[config.mk]
export PLATFORM = sky130hd
export DESIGN_NAME = mips_fetch
export DESIGN_NICKNAME = d
export VERILOG_FILES = /design/src/rtl/mips_fetch_pkg.sv /design/src/rtl/mips_fetch_buf.sv /design/src/rtl/mips_fetch.sv
export SDC_FILE = /design/constraint.sdc
export NUM_CORES = 1
export LEC_CHECK = 0
export CORE_ASPECT_RATIO = 1.2
export CORE_MARGIN = 4
export CORE_UTILIZATION = 42
export DETAILED_ROUTE_END_ITERATION = 7
export GPL_ROUTABILITY_DRIVEN = 0
export GPL_TIMING_DRIVEN = 1
export PLACE_DENSITY = 0.78
export RECOVER_POWER = 25
export SLEW_MARGIN = 20
export SYNTH_ARGS = -nofsm -noshare
export SYNTH_HDL_FRONTEND = slang
export SYNTH_SLANG_ARGS = --single-unit
[constraint.sdc]
create_clock -name clk -period 2.3 [get_ports clk]
set_input_delay 0.23 -clock clk [delete_from_list [all_inputs] [get_ports clk]]
set_output_delay 0.23 -clock clk [all_outputs]
set_load 0.01 [all_outputs]
[src/rtl/mips_fetch_pkg.sv]
// Shared constants and types for the MIPS instruction-fetch stage.
// The optional delay-slot behaviour is selected with MIPS_FETCH_DELAY_SLOT_EN.
package mips_fetch_pkg;

   localparam logic [1:0] ST_FETCH  = 2'd0;
   localparam logic [1:0] ST_VALID  = 2'd1;
   localparam logic [1:0] ST_HALTED = 2'd2;

   localparam logic [31:0] RESET_PC_DEF = 32'h0040_0000;
   localparam logic [31:0] PC_INC       = 32'd4;

   typedef struct packed {
      logic [31:0] inst;
      logic [31:0] pc;
      logic [31:0] pc_plus4;
   } ifid_t;

endpackage

[src/rtl/mips_fetch_buf.sv]
// One-entry IF/ID buffer: load captures a new entry, clear drops the valid bit,
// otherwise the entry holds. Clear has priority over load.
module mips_fetch_buf
   import mips_fetch_pkg::*;
(
   input  logic  clk,
   input  logic  rst,
   input  logic  load,
   input  logic  clear,
   input  ifid_t load_data,
   output logic  valid,
   output ifid_t entry
);

   logic  valid_q, valid_d;
   ifid_t entry_q, entry_d;

   always_comb begin
      valid_d = valid_q;
      entry_d = entry_q;
      if (clear) begin
         valid_d = 1'b0;
      end else if (load) begin
         valid_d = 1'b1;
         entry_d = load_data;
      end
   end

   always_ff @(posedge clk) begin
      if (rst) begin
         valid_q <= 1'b0;
         entry_q <= '0;
      end else begin
         valid_q <= valid_d;
         entry_q <= entry_d;
      end
   end

   assign valid = valid_q;
   assign entry = entry_q;

endmodule

[src/rtl/mips_fetch.sv]
// MIPS fetch stage: PC, variable-latency imem requests and IF/ID handshake.
// Define MIPS_FETCH_DELAY_SLOT_EN for branch-delay-slot redirects (default: squash).
//
// state  | meaning
// FETCH  | request outstanding at pc, buffer empty
// VALID  | buffer full; overlapped fetch while decode consumes
// HALTED | no requests, buffer empty; left only by rst
module mips_fetch
   import mips_fetch_pkg::*;
#(
   parameter logic [31:0] RESET_PC = RESET_PC_DEF
) (
   input  logic        clk,
   input  logic        rst,
   output logic        imem_req,
   output logic [31:0] imem_addr,
   input  logic        imem_rdy,
   input  logic [31:0] imem_data,
   output logic        dcd_valid,
   output logic [31:0] dcd_inst,
   output logic [31:0] dcd_pc,
   output logic [31:0] dcd_pc_plus4,
   input  logic        dcd_ready,
   input  logic        redirect_valid,
   input  logic [31:0] redirect_pc,
   input  logic        halt,
   output logic        fetch_adel,
   output logic [31:0] inst_count
);

   logic [1:0]  state_q, state_d;
   logic [31:0] pc_q, pc_d;
   logic        adel_q, adel_d;
   logic [31:0] count_q, count_d;
   logic [31:0] pc_plus4;
   logic [31:0] next_pc;
   logic        buf_load, buf_clear;
   logic        redir_take, redir_bad;
   ifid_t       buf_entry;

   assign pc_plus4  = pc_q + PC_INC;
   assign imem_req  = (state_q == ST_FETCH) | ((state_q == ST_VALID) & dcd_ready);
   assign imem_addr = pc_q;
   assign redir_bad = redirect_pc[1:0] != 2'b00;

`ifdef MIPS_FETCH_DELAY_SLOT_EN
   logic        pending_q, pending_d;
   logic [31:0] target_q, target_d;
   logic        steer;

   // A redirect seen while one is already pending is the delay slot's own and is dropped.
   assign redir_take = redirect_valid & ~pending_q;
   assign steer      = pending_q | (redir_take & ~redir_bad);
   assign next_pc    = pending_q ? target_q : (steer ? redirect_pc : pc_plus4);

   always_comb begin
      target_d  = redir_take ? redirect_pc : target_q;
      pending_d = (state_d != ST_HALTED) & steer & ~buf_load;
   end

   always_ff @(posedge clk) begin
      if (rst) begin
         pending_q <= 1'b0;
         target_q  <= '0;
      end else begin
         pending_q <= pending_d;
         target_q  <= target_d;
      end
   end
`else
   assign redir_take = redirect_valid;
   assign next_pc    = pc_plus4;
`endif

   always_comb begin
      state_d   = state_q;
      pc_d      = pc_q;
      adel_d    = adel_q;
      count_d   = (dcd_valid & dcd_ready) ? count_q + 32'd1 : count_q;
      buf_load  = 1'b0;
      buf_clear = 1'b0;
      if (state_q != ST_HALTED) begin
         if (halt) begin
            state_d   = ST_HALTED;
            buf_clear = 1'b1;
         end else if (redir_take & redir_bad) begin
            adel_d    = 1'b1;
            state_d   = ST_HALTED;
            buf_clear = 1'b1;
`ifndef MIPS_FETCH_DELAY_SLOT_EN
         end else if (redirect_valid) begin
            pc_d      = redirect_pc;
            state_d   = ST_FETCH;
            buf_clear = 1'b1;
`endif
         end else begin
            case (state_q)
               ST_FETCH: begin
                  if (imem_rdy) begin
                     buf_load = 1'b1;
                     pc_d     = next_pc;
                     state_d  = ST_VALID;
                  end
               end
               ST_VALID: begin
                  if (dcd_ready) begin
                     if (imem_rdy) begin
                        buf_load = 1'b1;
                        pc_d     = next_pc;
                     end else begin
                        buf_clear = 1'b1;
                        state_d   = ST_FETCH;
                     end
                  end
               end
               default: ;
            endcase
         end
      end
   end

   always_ff @(posedge clk) begin
      if (rst) begin
         state_q <= ST_FETCH;
         pc_q    <= RESET_PC;
         adel_q  <= 1'b0;
         count_q <= '0;
      end else begin
         state_q <= state_d;
         pc_q    <= pc_d;
         adel_q  <= adel_d;
         count_q <= count_d;
      end
   end

   mips_fetch_buf u_buf (
      .clk       (clk),
      .rst       (rst),
      .load      (buf_load),
      .clear     (buf_clear),
      .load_data ('{inst: imem_data, pc: pc_q, pc_plus4: pc_plus4}),
      .valid     (dcd_valid),
      .entry     (buf_entry)
   );

   assign dcd_inst     = buf_entry.inst;
   assign dcd_pc       = buf_entry.pc;
   assign dcd_pc_plus4 = buf_entry.pc_plus4;
   assign fetch_adel   = adel_q;
   assign inst_count   = count_q;

endmodule

==> flow_metrics.env <==
export IMPL_clkLatencyLatePin_ns=0.42
export IMPL_post_route_period_util_pct=95.3
export IMPL_cts_buffers=17
export IMPL_route_vias_total=7173
export IMPL_endpoint_kind="flip-flop"
export IMPL_area_growth_synth_to_final_pct=45.9
export IMPL_post_cts_buffers=0
export IMPL_drc_errors=0
export IMPL_numClockSinks=162
export IMPL_nNetsFinal=1200
export IMPL_synth_cell_type_count=56
export IMPL_rsz0062_at_grt="false"
export IMPL_clockBufferDepth=2
export IMPL_synth_nets=983
export IMPL_grt_pass1_vias=6974
export IMPL_fin_skew_ns=0.00730
export IMPL_cts_resized=0
export IMPL_io_buffers=232
export IMPL_yosysSeqAreaShare_pct=44.8
export IMPL_die_area_um2=19400
export IMPL_async_flop_share_pct=0
export IMPL_cp_required_ns=2.62
export IMPL_yosysWarningCount=0
export IMPL_synth_area_leaders="dfxtp_1 45%, nand2_1 9.3%, a21oi_1 7.0%"
export IMPL_layout_drive_gt1_share_pct=8.68
export IMPL_final_common_cell="nand2_1"
export IMPL_fp_row_count=52
export IMPL_wirelength_um=21800
export IMPL_netlist_area_leader_share_pct=44.8
export IMPL_setup_viol=0
export IMPL_cts_tree="yes"
export IMPL_whs_ns=0.171
export IMPL_avgRoutedWirePerCell_um=16.1
export IMPL_postLayoutCoreUtil_pct=62.4
export IMPL_synthFlopType="dfxtp_1"
export IMPL_fin_area_um2=10600
export IMPL_vias_per_cell=5.29
export IMPL_fin_tns_setup_ns=0
export IMPL_startpoint_type="flip-flop"
export IMPL_h_tree_depth=4
export IMPL_critPathMaxFanout=2
export IMPL_overflow=0
export IMPL_hold_violations=0
export IMPL_place_area_um2=9940
export IMPL_hpwl_um=15600
export IMPL_cellLeakagePower_nw=3.80
export IMPL_hp_class="in2reg"
export IMPL_grt_pass1_wl_um=35200
export IMPL_drt_iter0_drc=470
export IMPL_ioPinCount=233
export IMPL_relSlewSlack_pct=16.5
export IMPL_synth_cell_area_um2=7240
export IMPL_crit_type="reg2reg"
export IMPL_grt_usage_pct=22.1
export IMPL_cts_root_buf="clkbuf_16"
export IMPL_period_minus_slack_ns=2.19
export IMPL_synth_area_per_cell_um2=7.95
export IMPL_powerDensity_nw_per_um2=634
export IMPL_worstMarginPinSlew_ns=1.25
export IMPL_mostFrequentLayoutCells="180 x nand2_1, 171 x clkdlybuf4s50_1, 162 x dfxtp_1, 102 x a21oi_1, 88 x nor2_1"
export IMPL_cts_clk_slew_worst_paths_ns=0.06
export IMPL_synth_cells=911
export IMPL_synth_edf_count=0
export IMPL_antenna_found_initial=1
export IMPL_fin_ws_ns=0.108
export IMPL_grt_max_degree=63
export IMPL_status="complete, no violations"
export IMPL_coreArea_um2=16900
export IMPL_die_w_um=128
export IMPL_final_max_slew_viol_count=0
export IMPL_vdd_drop_max_mv=0.452
export IMPL_first_pass_iters=5
export IMPL_pre_cts_ws_ns=0.0571
export IMPL_yosys_area_top_type="dfxtp_1"
export IMPL_worstPathArrival_ns=2.51
export IMPL_start_util_pct=42.8
export IMPL_ys_ff_latch=162
export IMPL_clock_fmax_mhz=456
export IMPL_postRouteAntennaNets=0
export IMPL_hold_buffers=0
export IMPL_die_y_um=152
export IMPL_drv_cap=0
export IMPL_antenna_cells=0
-- kinds of logic after synthesis --
kind of cell	count (synthesis)	synth area share [%]
buf+inv	94	5.39
mux	7	0.968
xor+xnor	55	6.65
fa+ha+maj	2	0.345
simple gates	398	25.8
flops	162	44.8
compound gates	193	16.1
-- metrics by stage --
step	power, mW	instances
after floorplan	3.30	911
after CTS	6.78	1356
after global routing	6.94	1356
final	6.70	1356
after global placement	3.68	1325
after detailed placement	3.69	1325
-- cell usage after synthesis (4+ instances only) --
library cell and instances:
nand2_1 180, dfxtp_1 162, a21oi_1 102, nor2_1 89
clkbuf_1 68, xnor2_1 32, a211oi_1 27, xor2_1 23
nand3_1 22, o21ai_0 20, nand4_1 19, and3_1 15
nor3_1 14, and4_1 12, buf_2 11, inv_1 7
mux2i_1 7, o22ai_1 7, nor3b_1 6, o31ai_1 6
a31oi_1 5, nand2b_1 5, nor4_1 5, or3_1 5
a22o_1 4, and2_1 4, buf_4 4, nand3b_1 4
nor2b_1 4, o41ai_1 4
-- critical path, cell delays in order (launching register included) --
cell and delay, ns:
dfxtp_1 0.36, nand4_2 0.15, or4b_1 0.62, or4_4 0.56, xor2_1 0.17, a211oi_2 0.23
-- worst paths after layout --
kind                                              startpoint                            to  slack (ns)  depth (start not counted)
worst max-delay path              imem_addr[19]$_SDFFE_PP0P_  u_buf.entry[30]$_SDFFE_PP0P_        0.11                          5
worst min-delay path                          redirect_valid       state_q[0]$_SDFFE_PP0P_        0.17                          3
worst max register to register    imem_addr[19]$_SDFFE_PP0P_  u_buf.entry[30]$_SDFFE_PP0P_        0.11                          5
worst min register to register  u_buf.entry[94]$_SDFFE_PP0P_  u_buf.entry[94]$_SDFFE_PP0P_        0.45                          2
-- power by group --
part           internal, mW  switching [mW]  total, mW
clock                  1.92            1.17       3.09
sequential             2.88          0.0501       2.93
combinational         0.340           0.339      0.679
-- registers in the layout, summed over array words and instances, names as in the netlist --
name and cells:
u_buf.entry 94, imem_addr 32, inst_count 32, state_q 2
fetch_adel 1, u_buf.valid 1
-- metal layers --
| layer | track usage, % | routed length [um] |
|---|---|---|
| met3 | 6.95 | 1770 |
| met5 | 0 | 11 |
| met4 | 8.85 | 556 |
| met2 | 38.0 | 11100 |
| met1 | 25.3 | 8400 |
-- final cells by class --
cell class	instances	area (um^2)
repair buffers	285	2750
flip-flops and latches	162	3240
clock inverters	13	210
well taps	216	270
multi-input cells	655	3630
clock buffers	18	429
fillers	1461	6350
inverters	7	26.3
No activity file was read; power rests on OpenSTA's default activity.
